`src/rtl/mul_hilo_ctrl.sv`:
```
// mul_hilo_ctrl: sequencing and HI/LO result stage around a shift-add multiplier.
// Decodes the ALU function code, launches MULTU operations, waits MUL_CYCLES
// multiplier steps, captures the 64-bit product into HI/LO and serves
// MFHI/MFLO reads, stalling recognised requests while a multiply is in flight.
// Optional feature: define MUL_HILO_MTHILO_EN to decode MTHI/MTLO writes.
module mul_hilo_ctrl #(
    parameter int unsigned MUL_CYCLES = 32
) (
    input  logic        clk,
    input  logic        reset,
    input  logic        valid,
    input  logic [5:0]  Signal,
    input  logic [31:0] dataA,
    input  logic [31:0] dataB,
    input  logic [63:0] product,
    output logic [31:0] mulA,
    output logic [31:0] mulB,
    output logic        mulStart,
    output logic        busy,
    output logic        stall,
    output logic [31:0] dataOut,
    output logic [31:0] hi,
    output logic [31:0] lo
);

    // Iteration counter sized to hold 0..MUL_CYCLES-1
    localparam int unsigned CNT_W = (MUL_CYCLES > 1) ? $clog2(MUL_CYCLES) : 1;
    localparam logic [CNT_W-1:0] CNT_LAST = CNT_W'(MUL_CYCLES - 1);
    localparam logic [CNT_W-1:0] CNT_ONE  = CNT_W'(1);

    // ALU function codes
    localparam logic [5:0] FN_MULTU = 6'b011001;
    localparam logic [5:0] FN_MFHI  = 6'b010000;
    localparam logic [5:0] FN_MFLO  = 6'b010010;
`ifdef MUL_HILO_MTHILO_EN
    localparam logic [5:0] FN_MTHI  = 6'b010001;
    localparam logic [5:0] FN_MTLO  = 6'b010011;
`endif

    typedef enum logic [1:0] {
        S_IDLE    = 2'd0,
        S_START   = 2'd1,
        S_RUN     = 2'd2,
        S_CAPTURE = 2'd3
    } state_t;

    state_t             r_state;
    logic [CNT_W-1:0]   r_cnt;
    logic [31:0]        r_mul_a;
    logic [31:0]        r_mul_b;
    logic               r_mul_start;
    logic               r_busy;
    logic [31:0]        r_data_out;
    logic [31:0]        r_hi;
    logic [31:0]        r_lo;

    logic               w_is_multu;
    logic               w_is_mfhi;
    logic               w_is_mflo;
    logic               w_is_mthi;
    logic               w_is_mtlo;
    logic               w_known;
    logic               w_stall;

    // Function-code decode; move-to codes only exist when the feature is built in
    always_comb begin
        w_is_multu = (Signal == FN_MULTU);
        w_is_mfhi  = (Signal == FN_MFHI);
        w_is_mflo  = (Signal == FN_MFLO);
        w_is_mthi  = 1'b0;
        w_is_mtlo  = 1'b0;
`ifdef MUL_HILO_MTHILO_EN
        w_is_mthi  = (Signal == FN_MTHI);
        w_is_mtlo  = (Signal == FN_MTLO);
`endif
        w_known    = w_is_multu | w_is_mfhi | w_is_mflo | w_is_mthi | w_is_mtlo;
    end

    // Recognised request that cannot be taken because a multiply is in flight
    always_comb begin
        w_stall = valid & r_busy & w_known & ~reset;
    end

    // Control FSM with registered outputs and HI/LO/result holding registers
    always_ff @(posedge clk) begin
        if (reset) begin
            r_state     <= S_IDLE;
            r_cnt       <= '0;
            r_mul_a     <= '0;
            r_mul_b     <= '0;
            r_mul_start <= 1'b0;
            r_busy      <= 1'b0;
            r_data_out  <= '0;
            r_hi        <= '0;
            r_lo        <= '0;
        end else begin
            r_mul_start <= 1'b0;
            case (r_state)
                S_IDLE: begin
                    if (valid) begin
                        if (w_is_multu) begin
                            r_mul_a     <= dataA;
                            r_mul_b     <= dataB;
                            r_mul_start <= 1'b1;
                            r_busy      <= 1'b1;
                            r_state     <= S_START;
                        end else if (w_is_mfhi) begin
                            r_data_out  <= r_hi;
                        end else if (w_is_mflo) begin
                            r_data_out  <= r_lo;
                        end else if (w_is_mthi) begin
                            r_hi        <= dataA;
                        end else if (w_is_mtlo) begin
                            r_lo        <= dataA;
                        end
                    end
                end
                S_START: begin
                    r_cnt   <= '0;
                    r_state <= S_RUN;
                end
                S_RUN: begin
                    r_cnt <= r_cnt + CNT_ONE;
                    if (r_cnt == CNT_LAST) begin
                        r_state <= S_CAPTURE;
                    end
                end
                S_CAPTURE: begin
                    r_hi    <= product[63:32];
                    r_lo    <= product[31:0];
                    r_busy  <= 1'b0;
                    r_state <= S_IDLE;
                end
                default: begin
                    r_busy  <= 1'b0;
                    r_state <= S_IDLE;
                end
            endcase
        end
    end

    assign mulA     = r_mul_a;
    assign mulB     = r_mul_b;
    assign mulStart = r_mul_start;
    assign busy     = r_busy;
    assign stall    = w_stall;
    assign dataOut  = r_data_out;
    assign hi       = r_hi;
    assign lo       = r_lo;

endmodule

```
`config.mk`:
```
export PLATFORM = sky130hd
export DESIGN_NAME = mul_hilo_ctrl
export DESIGN_NICKNAME = d
export VERILOG_FILES = /design/src/rtl/mul_hilo_ctrl.sv
export SDC_FILE = /design/constraint.sdc
export NUM_CORES = 1
export LEC_CHECK = 0
export ABC_AREA = 1
export CORE_MARGIN = 2
export CORE_UTILIZATION = 35
export DETAILED_ROUTE_END_ITERATION = 8
export DONT_BUFFER_PORTS = 1
export SETUP_SLACK_MARGIN = 0.3
export SYNTH_ARGS = -nofsm -noshare
export SYNTH_HDL_FRONTEND = slang
export SYNTH_SLANG_ARGS = --single-unit
export TNS_END_PERCENT = 5
```
`constraint.sdc`:
```
create_clock -name clk -period 3.41 [get_ports clk]
set_clock_uncertainty 0.05 [all_clocks]
set_input_delay 0.682 -clock clk [delete_from_list [all_inputs] [get_ports clk]]
set_output_delay 0.682 -clock clk [all_outputs]
set_load 0.01 [all_outputs]
```
After elaboration in Yosys (flattened, before gate mapping). Cells that the tools add are included.

Output and inout port bits: 163. Input bits: 137. Word-level logic and storage cells: 49. Register bits after elaboration: 169.

Muxes and demuxes: 11. Reduce and logical (&&, ||, !) cells: 9. Bitwise gates (word level): 9. Equal/unequal tests: 10. Add/sub/neg operators: 1.

Operators by type and width (number): $mux 32 (2); $eq 6x5->1 const B (3); $pmux 5 s2 (1); $reduce_and 3->1 (3); $pmux 2 s4 (1); $mux 2 (3); $ne 2x2->1 const B (3); $reduce_bool 2->1 (3); $add 5x1->5 const B (1); $eq 5x5->1 const B (1); $eq 2x2->1 const B (2); $not 1->1 (4); $reduce_and 4->1 (1); $and 1x1->1 (3); $mux 1 (3); $reduce_or 3->1 (1); $eq 2x1->1 const B (1); $logic_not 2->1 (1); $or 1x1->1 (2); $pmux 1 s2 (1).

Logic depth before layout (Yosys ltp).
Word-level depth: 5. Depth in mapped cells: 10. Gate-level depth less buffers: 10.

Least setup slack after synthesis. Ideal clock, no wire load.

Path kind: input to output. From: input port reset. To: output port stall. Path buffers: 2. Setup slack: 1.163 ns. Stages on the path: 5. Data required time: 2.678 ns. Arrival: 1.515 ns. Cell sequence: buf_2 > inv_1 > clkbuf_2 > nand2_1 > a211oi_1.

Word-level cells in the longest chain between the ends: 2.

RTL lines: start, declared (line 10) `input logic reset,`; $not 1->1 (line 81) `w_stall = valid & r_busy & w_known & ~reset;`; $and 1x1->1 (line 81); end, declared (line 20) `output logic stall,`.

No other way between the ends.

Final worst setup path.
From: input port Signal[4]. To: output port stall.

Word-level cells in the longest chain between the ends: 5. Elaborated cells on any way between the ends: 7. Those cells by class: 3 x eq/ne; 4 x bitwise.

RTL lines: start, declared (line 12) `input logic [5:0] Signal,`; $eq 6x5->1, on equally long branches (line 67, 68); $or 1x1->1 (line 76) `w_known = w_is_multu | w_is_mfhi | w_is_mflo | w_is_mthi | w_is_mtlo;`; $or 1x1->1 (*) (line 76); $and 1x1->1 (*) (2 in series) (line 81).

Mark *: on every way between the ends. The rest lies on a longest branch, timed or not.

==> impl_metrics.ini <==
[setup_path]
ff2ff_setup_slack_ns = 1.44
reg2reg_to = mulA[3]
r2r-start = r_state[0]
crit_arrival_ns = 1.49
ff2ff_path_depth = 5
critical_path_class = input pin to output port
cp_max_fo = 4
crit_chain = inv_2, nor2_4, nand3_1, a211oi_1
crit_path_start_kind = input pin
cp-end-kind = output port
slowest_stage = a211oi_1
crit_required_ns = 2.68
slowest_delay_ns = 0.44

[cts]
hold_buffers = 0
post_cts_buffers = 0
clk_latency_ns = 0.42
clkTransAtPathRegs_ns = 0.07
ctsResizeCount = 0
cts_tree = done
cts_buffers = 17
clockRootBuffer = clkbuf_16
clock_path_buffers = 2
cts.sinks = 169
h-tree-depth = 4

[grt]
grt_pass1_vias = 5452
grt-busiest-layer = met2
grt_pass1_wl_um = 30900
use_met2_pct = 28.8
antenna_found_initial = 0
grt_remaining_overflow = 0
met3_usage_pct = 8.07
gr-usage-all-layers_pct = 18.0
gr-usage-met1_pct = 21.3
grt_max_degree = 100

[sta]
fin_crit_ns = 2.22
finalSetupViolations = 0
fin_crit_sh_pct = 65.2
tightest_slew_ns = 1.14
finalHoldViolCount = 0
tns_ns = 0
rsz0062_at_grt = no
fmax_mhz = 450
slew_headroom_pct = 24.1
holdWs_ns = 0.287
slew_viol_final = 0

[logic_synthesis]
synth.largest_area_cell = dfxtp_1
synth_top_area_share_pct = 47.4
syn_area_sq_um = 7130
ys_seq_area_share_pct = 47.4
synth_top_flop_cell = dfxtp_1
synth_most_common_cell = nand2_1
ys_top_cells_by_count = nand2_1 (209), dfxtp_1 (169), nor2_1 (136)
async_flop_share_pct = 0
syn_nets = 1034
yosysWarnings = 0
synth.area.top_cells = dfxtp_1 (47%), nand2_1 (11%), nor2_1 (7.2%)
synth_seq_cells = 169
synth_edf_count = 0
syn-instance-count = 891
synth_cell_types = 25
avgSynthCellArea_sq_um = 8.01

[power]
p_switching_mw = 1.26
max-vdd-ir-drop_uv = 301
power_leakage_nw = 2.78
comb_power_share_pct = 9.5
power.total_mw = 4.42
p_seq_share_pct = 46.5
p_per_area_nw_per_um2 = 569
clockPowerShare_pct = 43.9
sw_frac_of_total_pct = 28.4
p_int_mw = 3.16

[routing]
ant_nets = 0
vias = 5814
post_drt_wl_per_cell_um = 17.5
routed_wl_um = 19800
first_pass_iters = 4
drtIter0Drc = 231
viasPerCell = 5.13
drc = 0

[layout]
area_growth_pct = 8.87
drive_above_1_share_pct = 17.5
diodes = 0
fin_nets = 993

[hold_path]
min_from = reset
min_delay_worst_endpoint = mulB[11]
hold_class = input pin to register
holdPathStages = 1

[floorplanning]
core_region_area_sq_um = 20100
die_area_sq_um = 21500
num_rows = 52
start_util_pct = 35.5
die_w_um = 147
die_y_um = 147
boundaryPins = 300

[place]
gp_congestion = 0.805
port_buffers = 0
dpl.hpwl_um = 13000

[run]
maxCapViolCount = 0

[outcome]
outcome = finished, final reports clean
[final cells by class]
cell class | count | area (sq um)
Inverter | 17 | 63.8
Fill cell | 2059 | 12300
Multi-Input combinational cell | 634 | 3300
Timing Repair Buffer | 11 | 95.1
Tap cell | 270 | 338
Sequential cell | 169 | 3380
Clock inverter | 14 | 151
Clock buffer | 18 | 439
[how the worst max path moves through the flow]
stage          startpoint    end  cells past startpoint
2_1_floorplan       reset  stall                      5
3_3_place_gp    Signal[4]  stall                      4
3_5_place_dp    Signal[4]  stall                      4
4_1_cts         Signal[4]  stall                      4
5_1_grt         Signal[4]  stall                      4
6_report        Signal[4]  stall                      4
[power groups by stage]
| stage | clock network (mW) | registers, mW | logic [mW] |
|---|---|---|---|
| 3_3_place_gp | 0 | 2.10 | 0.423 |
| 3_5_place_dp | 0 | 2.10 | 0.424 |
| 6_report | 1.94 | 2.06 | 0.422 |
| 5_1_grt | 2.10 | 2.06 | 0.468 |
| 4_1_cts | 2.01 | 2.06 | 0.424 |
| 2_1_floorplan | 0 | 2.09 | 0.371 |
[cell usage in the layout (no fill, tap or decap), drive strengths merged, types with 5 or more instances in the layout]
master / count
ha: 6
nand3: 71
inv: 25
nand4: 34
nor3: 5
dfxtp: 169
clkinv: 5
a21oi: 102
nor2: 140
buf: 11
clkbuf: 18
nand2: 210
o21ai: 65
[registers in the layout (all words and copies together) (netlist names)]
signal,flops
busy,1
dataOut,32
hi,32
lo,32
mulA,32
mulB,32
mulStart,1
r_cnt,5
r_state,2
[metrics by stage]
stage	std cells	utilization [%]	instance area (sq um)	setup slack [ns]
6_report	1133	38.6	7770	1.19
5_1_grt	1133	38.6	7770	1.13
4_1_cts	1133	38.6	7770	1.14
3_5_place_dp	1101	35.7	7180	1.14
3_3_place_gp	1101	35.7	7180	1.16
2_1_floorplan	891	-	7130	1.16
[layer usage]
metal  vias up  part of all wire [%]  routed length (um)
li1       2866                     -                   -
met5         -                     0                   0
met2       269                    45                8970
met1      2659                    41                8180
met4         0                   2.3                 447
met3        20                    11                2190
[cells by family (layout without fill, tap and decap cells)]
group	Yosys count	in the layout	share of synthesized area (%)
flip-flops	169	169	47.4
AND/OR/NAND/NOR	460	460	30.7
buffers and inverters	88	60	6.61
adder cells (fa/ha/maj)	6	6	1.05
AO/OA/AOI/OAI	168	168	14.2
[critical path: cells and delay by family]
family | cells | cell delay, ns
buffers and inverters | 1 | 0.02
and+or+nand+nor | 2 | 0.35
AOI/OAI and AO/OA | 1 | 0.44
(Power assumes the default switching activity.)
